===== config.mk =====
export PLATFORM = sky130hd
export DESIGN_NAME = dht11_pulse_decoder
export DESIGN_NICKNAME = d
export VERILOG_FILES = /design/src/rtl/dht11_pkg.sv /design/src/rtl/dht11_input_filter.sv /design/src/rtl/dht11_pulse_decoder.sv
export SDC_FILE = /design/constraint.sdc
export NUM_CORES = 1
export LEC_CHECK = 0
export BUFFER_PORTS_ARGS = -buffer_cell sky130_fd_sc_hd__buf_2
export CORE_MARGIN = 3
export CORE_UTILIZATION = 30
export DETAILED_ROUTE_END_ITERATION = 12
export SLEW_MARGIN = 30
export SYNTH_ARGS = -nofsm -noshare
export SYNTH_HDL_FRONTEND = slang
export SYNTH_SLANG_ARGS = --single-unit

===== constraint.sdc =====
create_clock -name clk -period 4.85 [get_ports clk]
set_input_delay 0.7275 -clock clk [delete_from_list [all_inputs] [get_ports clk]]
set_output_delay 0.7275 -clock clk [all_outputs]
set_load 0.1 [all_outputs]

===== src/rtl/dht11_pkg.sv =====
// Shared DHT11 definitions: decoder states, error codes,
// frame field offsets and the checksum helper.
package dht11_pkg;

    typedef enum logic [2:0] {
        ST_IDLE,
        ST_RESP_LOW_WAIT,
        ST_RESP_LOW,
        ST_RESP_HIGH,
        ST_BIT_LOW,
        ST_BIT_HIGH,
        ST_DONE
    } state_t;

    localparam logic [2:0] ERR_NONE      = 3'd0;
    localparam logic [2:0] ERR_NO_RESP   = 3'd1;
    localparam logic [2:0] ERR_RESP_LOW  = 3'd2;
    localparam logic [2:0] ERR_RESP_HIGH = 3'd3;
    localparam logic [2:0] ERR_BIT_LOW   = 3'd4;
    localparam logic [2:0] ERR_BIT_HIGH  = 3'd5;

    localparam int FRAME_W    = 40;
    localparam int RH_INT_LSB = 32;
    localparam int RH_DEC_LSB = 24;
    localparam int T_INT_LSB  = 16;
    localparam int T_DEC_LSB  = 8;
    localparam int CSUM_LSB   = 0;

    // Sum of the four data bytes, low byte compared to the checksum byte
    function automatic logic crc_ok_f(input logic [FRAME_W-1:0] f);
        logic [9:0] sum;
        sum = {2'b00, f[RH_INT_LSB +: 8]}
            + {2'b00, f[RH_DEC_LSB +: 8]}
            + {2'b00, f[T_INT_LSB +: 8]}
            + {2'b00, f[T_DEC_LSB +: 8]};
        return sum[7:0] == f[CSUM_LSB +: 8];
    endfunction

endpackage


===== src/rtl/dht11_input_filter.sv =====
// Two-flop synchroniser followed by a stability filter.
// The filtered level idles high and follows the pin after FILT_CYC stable cycles.
module dht11_input_filter #(
    parameter int FILT_CYC = 4
) (
    input  logic clk,
    input  logic reset_n,
    input  logic din_i,
    output logic lvl_o
);

    localparam int FW = $clog2(FILT_CYC + 1);

    logic [1:0]    sync_q;
    logic          lvl_q, lvl_d;
    logic [FW-1:0] stab_q, stab_d;

    // Synchroniser, filtered level and stability counter
    always_ff @(posedge clk or negedge reset_n) begin
        if (!reset_n) begin
            sync_q <= 2'b11;
            lvl_q  <= 1'b1;
            stab_q <= '0;
        end else begin
            sync_q <= {sync_q[0], din_i};
            lvl_q  <= lvl_d;
            stab_q <= stab_d;
        end
    end

    // Count consecutive cycles that disagree with the current level
    always_comb begin
        lvl_d  = lvl_q;
        stab_d = '0;
        if (sync_q[1] != lvl_q) begin
            if (stab_q == FW'(FILT_CYC - 1)) begin
                lvl_d = sync_q[1];
            end else begin
                stab_d = stab_q + FW'(1);
            end
        end
    end

    assign lvl_o = lvl_q;

endmodule


===== src/rtl/dht11_pulse_decoder.sv =====
// DHT11 receive decoder: response preamble check, 40-bit
// pulse-width decode, checksum verdict and error reporting.
module dht11_pulse_decoder
    import dht11_pkg::*;
#(
    parameter int CLK_HZ      = 50_000_000,
    parameter int FILT_CYC    = 4,
    parameter int THRESH_CYC  = 2500,
    parameter int TIMEOUT_CYC = 10000
) (
    input  logic        clk,
    input  logic        reset_n,
    input  logic        data_in,
    input  logic        arm,
    output logic        busy,
    output logic [39:0] frame,
    output logic        frame_valid,
    output logic        crc_ok,
    output logic        err,
    output logic [2:0]  err_code,
    output logic [5:0]  bit_count
);

    localparam int CW = $clog2(TIMEOUT_CYC + 1);
    localparam logic [CW-1:0] TMO = CW'(TIMEOUT_CYC);
    localparam logic [CW-1:0] THR = CW'(THRESH_CYC);

    if (CLK_HZ < 1_000_000) begin : g_clk_chk
        $error("CLK_HZ below 1 MHz cannot resolve DHT11 pulses");
    end

    logic         lvl, lvl_prev_q, fall, rise, tmo;
    state_t       state_q, state_d;
    logic [CW-1:0] cnt_q, cnt_d;
    logic [39:0]  shift_q, shift_d, frame_q, frame_d;
    logic [5:0]   bitc_q, bitc_d;
    logic         crc_q, crc_d, fv_q, fv_d, err_q, err_d;
    logic [2:0]   code_q, code_d;

    dht11_input_filter #(.FILT_CYC(FILT_CYC)) u_filt (
        .clk    (clk),
        .reset_n(reset_n),
        .din_i  (data_in),
        .lvl_o  (lvl)
    );

    assign fall = lvl_prev_q & ~lvl;
    assign rise = ~lvl_prev_q & lvl;
    assign tmo  = (cnt_q == TMO);

    // State and datapath registers
    always_ff @(posedge clk or negedge reset_n) begin
        if (!reset_n) begin
            state_q    <= ST_IDLE;
            lvl_prev_q <= 1'b1;
            cnt_q      <= '0;
            shift_q    <= '0;
            bitc_q     <= '0;
            frame_q    <= '0;
            crc_q      <= 1'b0;
            fv_q       <= 1'b0;
            err_q      <= 1'b0;
            code_q     <= ERR_NONE;
        end else begin
            state_q    <= state_d;
            lvl_prev_q <= lvl;
            cnt_q      <= cnt_d;
            shift_q    <= shift_d;
            bitc_q     <= bitc_d;
            frame_q    <= frame_d;
            crc_q      <= crc_d;
            fv_q       <= fv_d;
            err_q      <= err_d;
            code_q     <= code_d;
        end
    end

    // Next state: an edge takes priority over a timeout
    always_comb begin
        state_d = state_q;
        unique case (state_q)
            ST_IDLE:          if (arm) state_d = ST_RESP_LOW_WAIT;
            ST_RESP_LOW_WAIT: if (fall) state_d = ST_RESP_LOW;
                              else if (tmo) state_d = ST_IDLE;
            ST_RESP_LOW:      if (rise) state_d = ST_RESP_HIGH;
                              else if (tmo) state_d = ST_IDLE;
            ST_RESP_HIGH:     if (fall) state_d = ST_BIT_LOW;
                              else if (tmo) state_d = ST_IDLE;
            ST_BIT_LOW:       if (rise) state_d = ST_BIT_HIGH;
                              else if (tmo) state_d = ST_IDLE;
            ST_BIT_HIGH:
                if (fall) begin
                    state_d = (bitc_q == 6'(FRAME_W - 1)) ? ST_DONE : ST_BIT_LOW;
                end else if (tmo) begin
                    state_d = ST_IDLE;
                end
            ST_DONE:          state_d = ST_IDLE;
            default:          state_d = ST_IDLE;
        endcase
    end

    // Phase counter, shift register, frame and error outputs
    always_comb begin
        if (state_q == ST_IDLE || state_d != state_q) begin
            cnt_d = '0;
        end else begin
            cnt_d = tmo ? cnt_q : cnt_q + CW'(1);
        end
        shift_d = shift_q;
        bitc_d  = bitc_q;
        frame_d = frame_q;
        crc_d   = crc_q;
        fv_d    = 1'b0;
        err_d   = 1'b0;
        code_d  = code_q;
        unique case (state_q)
            ST_IDLE: begin
                if (arm) begin
                    shift_d = '0;
                    bitc_d  = '0;
                end
            end
            ST_RESP_LOW_WAIT: begin
                if (!fall && tmo) begin
                    err_d  = 1'b1;
                    code_d = ERR_NO_RESP;
                end
            end
            ST_RESP_LOW: begin
                if (!rise && tmo) begin
                    err_d  = 1'b1;
                    code_d = ERR_RESP_LOW;
                end
            end
            ST_RESP_HIGH: begin
                if (!fall && tmo) begin
                    err_d  = 1'b1;
                    code_d = ERR_RESP_HIGH;
                end
            end
            ST_BIT_LOW: begin
                if (!rise && tmo) begin
                    err_d  = 1'b1;
                    code_d = ERR_BIT_LOW;
                end
            end
            ST_BIT_HIGH: begin
                if (fall) begin
                    shift_d = {shift_q[38:0], (cnt_q > THR)};
                    bitc_d  = bitc_q + 6'd1;
                end else if (tmo) begin
                    err_d  = 1'b1;
                    code_d = ERR_BIT_HIGH;
                end
            end
            ST_DONE: begin
                frame_d = shift_q;
                crc_d   = crc_ok_f(shift_q);
                fv_d    = 1'b1;
            end
            default: ;
        endcase
    end

    assign busy        = (state_q != ST_IDLE);
    assign frame       = frame_q;
    assign frame_valid = fv_q;
    assign crc_ok      = crc_q;
    assign err         = err_q;
    assign err_code    = code_q;
    assign bit_count   = bitc_q;

endmodule


==> flow_metrics.env <==
export IMPL_synth_edff_count=0
export IMPL_ant_nets=0
export IMPL_clkSlewWorstSetupHoldPaths_ps=60
export IMPL_leakagePower_nw=3.27
export IMPL_async_flop_share=1.00
export IMPL_antenna_found_initial=0
export IMPL_hpwl_mm=7.80
export IMPL_clk_latency_ps=410
export IMPL_drive_gt1_frac=0.223
export IMPL_core_sq_um=17300
export IMPL_post_drt_wl_per_cell_um=14.6
export IMPL_grt_overflow=0
export IMPL_io_pins=57
export IMPL_fin_crit_sh=0.631
export IMPL_synth_area_sq_um=5310
export IMPL_area_delta_synth_final_pct=20.7
export IMPL_die_h_um=139
export IMPL_worst_pin_slew_ps=879
export IMPL_rsz0062_at_grt="no"
export IMPL_hold_violations=0
export IMPL_drc=0
export IMPL_die_area_sq_um=19300
export IMPL_synth_ff_type="dfrtp_1"
export IMPL_ctsHoldBuffers=0
export IMPL_fin_area_sq_um=6410
export IMPL_yosysSeqAreaShare=0.547
export IMPL_drtPass1Iterations=4
export IMPL_cts_sinks=116
export IMPL_synth_cell_types=47
export IMPL_die_w_um=139
export IMPL_cts_inserted_buffers=17
export IMPL_synth_seq_cells=116
export IMPL_io_buffers=56
export IMPL_cts_tree="built"
export IMPL_synth_area_per_cell_sq_um=11.1
export IMPL_cts_root_buf="clkbuf_16"
export IMPL_required_ps=5160
export IMPL_power_mw=2.82
export IMPL_grt_pass1_wl_mm=19.3
export IMPL_antenna_cells=0
export IMPL_cp_max_fo=4
export IMPL_track_usage=0.122
export IMPL_cts_htree_levels=4
export IMPL_start_kind="flip-flop"
export IMPL_tns_ps=0
export IMPL_initial_utilization=0.307
export IMPL_synth_cells=479
export IMPL_fin_crit_ps=3060
export IMPL_drtIter0Drc=164
export IMPL_max_slew_margin_rel=0.410
export IMPL_dr_total_vias=3629
export IMPL_first_global_vias=3746
export IMPL_post_cts_buffers=0
export IMPL_instances_no_fill=773
export IMPL_critPathKind="flip-flop to flip-flop"
export IMPL_finalSetupViolCount=0
export IMPL_drv_cap=0
export IMPL_grt_max_degree=84
export IMPL_maxClockFrequency_mhz=327
export IMPL_peakVddDrop_uv=199
export IMPL_cp_end_kind="flip-flop"
export IMPL_arrival_ps=3370
export IMPL_yosysWarningCount=0
export IMPL_outcome="finished, final reports clean"
export IMPL_dpl_cell_area_sq_um=5810
export IMPL_rows=48
export IMPL_gp_congestion=0.846
export IMPL_cts_resized=0
export IMPL_cts_buffer_depth=2
export IMPL_slew_viol_final=0
export IMPL_nNetsFinal=564
export IMPL_min_path_type="primary input to asynchronous set/reset pin"
export IMPL_wl_mm=11.3
export IMPL_synth_nets=508
export IMPL_finClkSkew_ps=10.4
export IMPL_place_inst=741
export IMPL_p_per_area_nw_per_um2=440
export IMPL_avgViaCountPerCell=4.69
routing by layer:
layer | GRT usage | vias up | share of wire | routed length [um]
li1 | - | 1734 | - | -
met1 | 0.163 | 1815 | 0.48 | 5420
met2 | 0.195 | 67 | 0.48 | 5480
met3 | 0.0310 | 13 | 0.027 | 302
met4 | 0.0386 | 0 | 0.011 | 119
met5 | 0 | - | 0 | 0
Yosys cell counts (7+ instances only):
master / instances / share of area
nor2_1: 19 / 0.013
a21oi_1: 7 / 0.0066
xor2_1: 16 / 0.026
ha_1: 11 / 0.026
nor2_2: 10 / 0.012
dfrtp_1: 112 / 0.53
inv_1: 23 / 0.016
nand2_1: 103 / 0.073
o21ai_0: 10 / 0.0094
xnor2_1: 19 / 0.031
nand3_1: 9 / 0.0085
mux2_2: 9 / 0.019
fa_1: 14 / 0.053
a22o_1: 41 / 0.068
clkbuf_1: 19 / 0.013
metrics by stage:
| stage | hold WS, ps | util | setup slack, ps |
|---|---|---|---|
| 4_1_cts | 363 | 0.371 | 1760 |
| 6_report | 340 | 0.371 | 1790 |
| 3_5_place_dp | 354 | 0.336 | 1770 |
| 2_1_floorplan | 345 | - | 1980 |
| 3_3_place_gp | 349 | 0.336 | 1880 |
| 5_1_grt | 365 | 0.371 | 1570 |
state kept, by name (all words and copies together) (netlist names):
register / count
err_code: 3
cnt_q: 14
lvl_prev_q: 1
err: 1
u_filt.stab_q: 3
crc_ok: 1
frame: 40
u_filt.lvl_o: 1
u_filt.sync_q: 2
frame_valid: 1
bit_count: 6
state_q: 3
shift_q: 40
critical path, stage by stage, from the launching register on:
cell and delay, ps:
dfrtp_1 430, fa_1 540, inv_1 50, fa_1 440, inv_1 70, ha_1 170, inv_1 50, fa_1 390
inv_1 70, a21oi_1 50, o21bai_1 220, a31oi_1 130, xnor2_1 130, o31ai_1 220
logic make-up (layout without fill, tap and decap cells):
kind of cell,after synthesis,in the layout,synth area share
mux,9,9,0.0191
flops,116,116,0.547
fa+ha+maj,25,25,0.0787
buf+inv,46,115,0.0363
compound gates,81,81,0.118
simple gates,167,167,0.143
xor+xnor,35,35,0.0577
report_power, final:
part | internal [mW] | switching, mW
logic | 0.127 | 0.379
clock network | 0.798 | 0.438
registers | 1.02 | 0.0593
total | 1.94 | 0.876
final cells by class:
cell class,instances,area (sq um)
fill,1712,10900
sequential,116,2910
multi-input combinational,317,2220
clock buffer,21,470
timing repair buffer,60,317
tap,225,282
clock inverter,11,126
inverter,23,86.3
final timing paths:
check / start / slack, ps / depth (start not counted) / to
min: reset_n / 340 / 1 / frame[24]
min reg2reg: u_filt.sync_q[0] / 360 / 0 / u_filt.sync_q[1]
min in group clk: u_filt.sync_q[0] / 360 / 0 / u_filt.sync_q[1]
max in group asynchronous: reset_n / 3560 / 2 / u_filt.lvl_o
max: shift_q[9] / 1790 / 13 / crc_ok
max reg2reg: shift_q[9] / 1790 / 13 / crc_ok
layout by cell type, fill, tap and decap left out, drive strengths merged, types with 14 or more instances in the layout:
cell | Yosys | routed
xor2 | 16 | 16
nor2 | 29 | 29
a22o | 41 | 41
fa | 14 | 14
nand2 | 103 | 103
buf | 3 | 60
clkbuf | 20 | 21
dfrtp | 112 | 112
xnor2 | 19 | 19
inv | 23 | 23
Note: power is estimated with default switching activity, not from simulation.
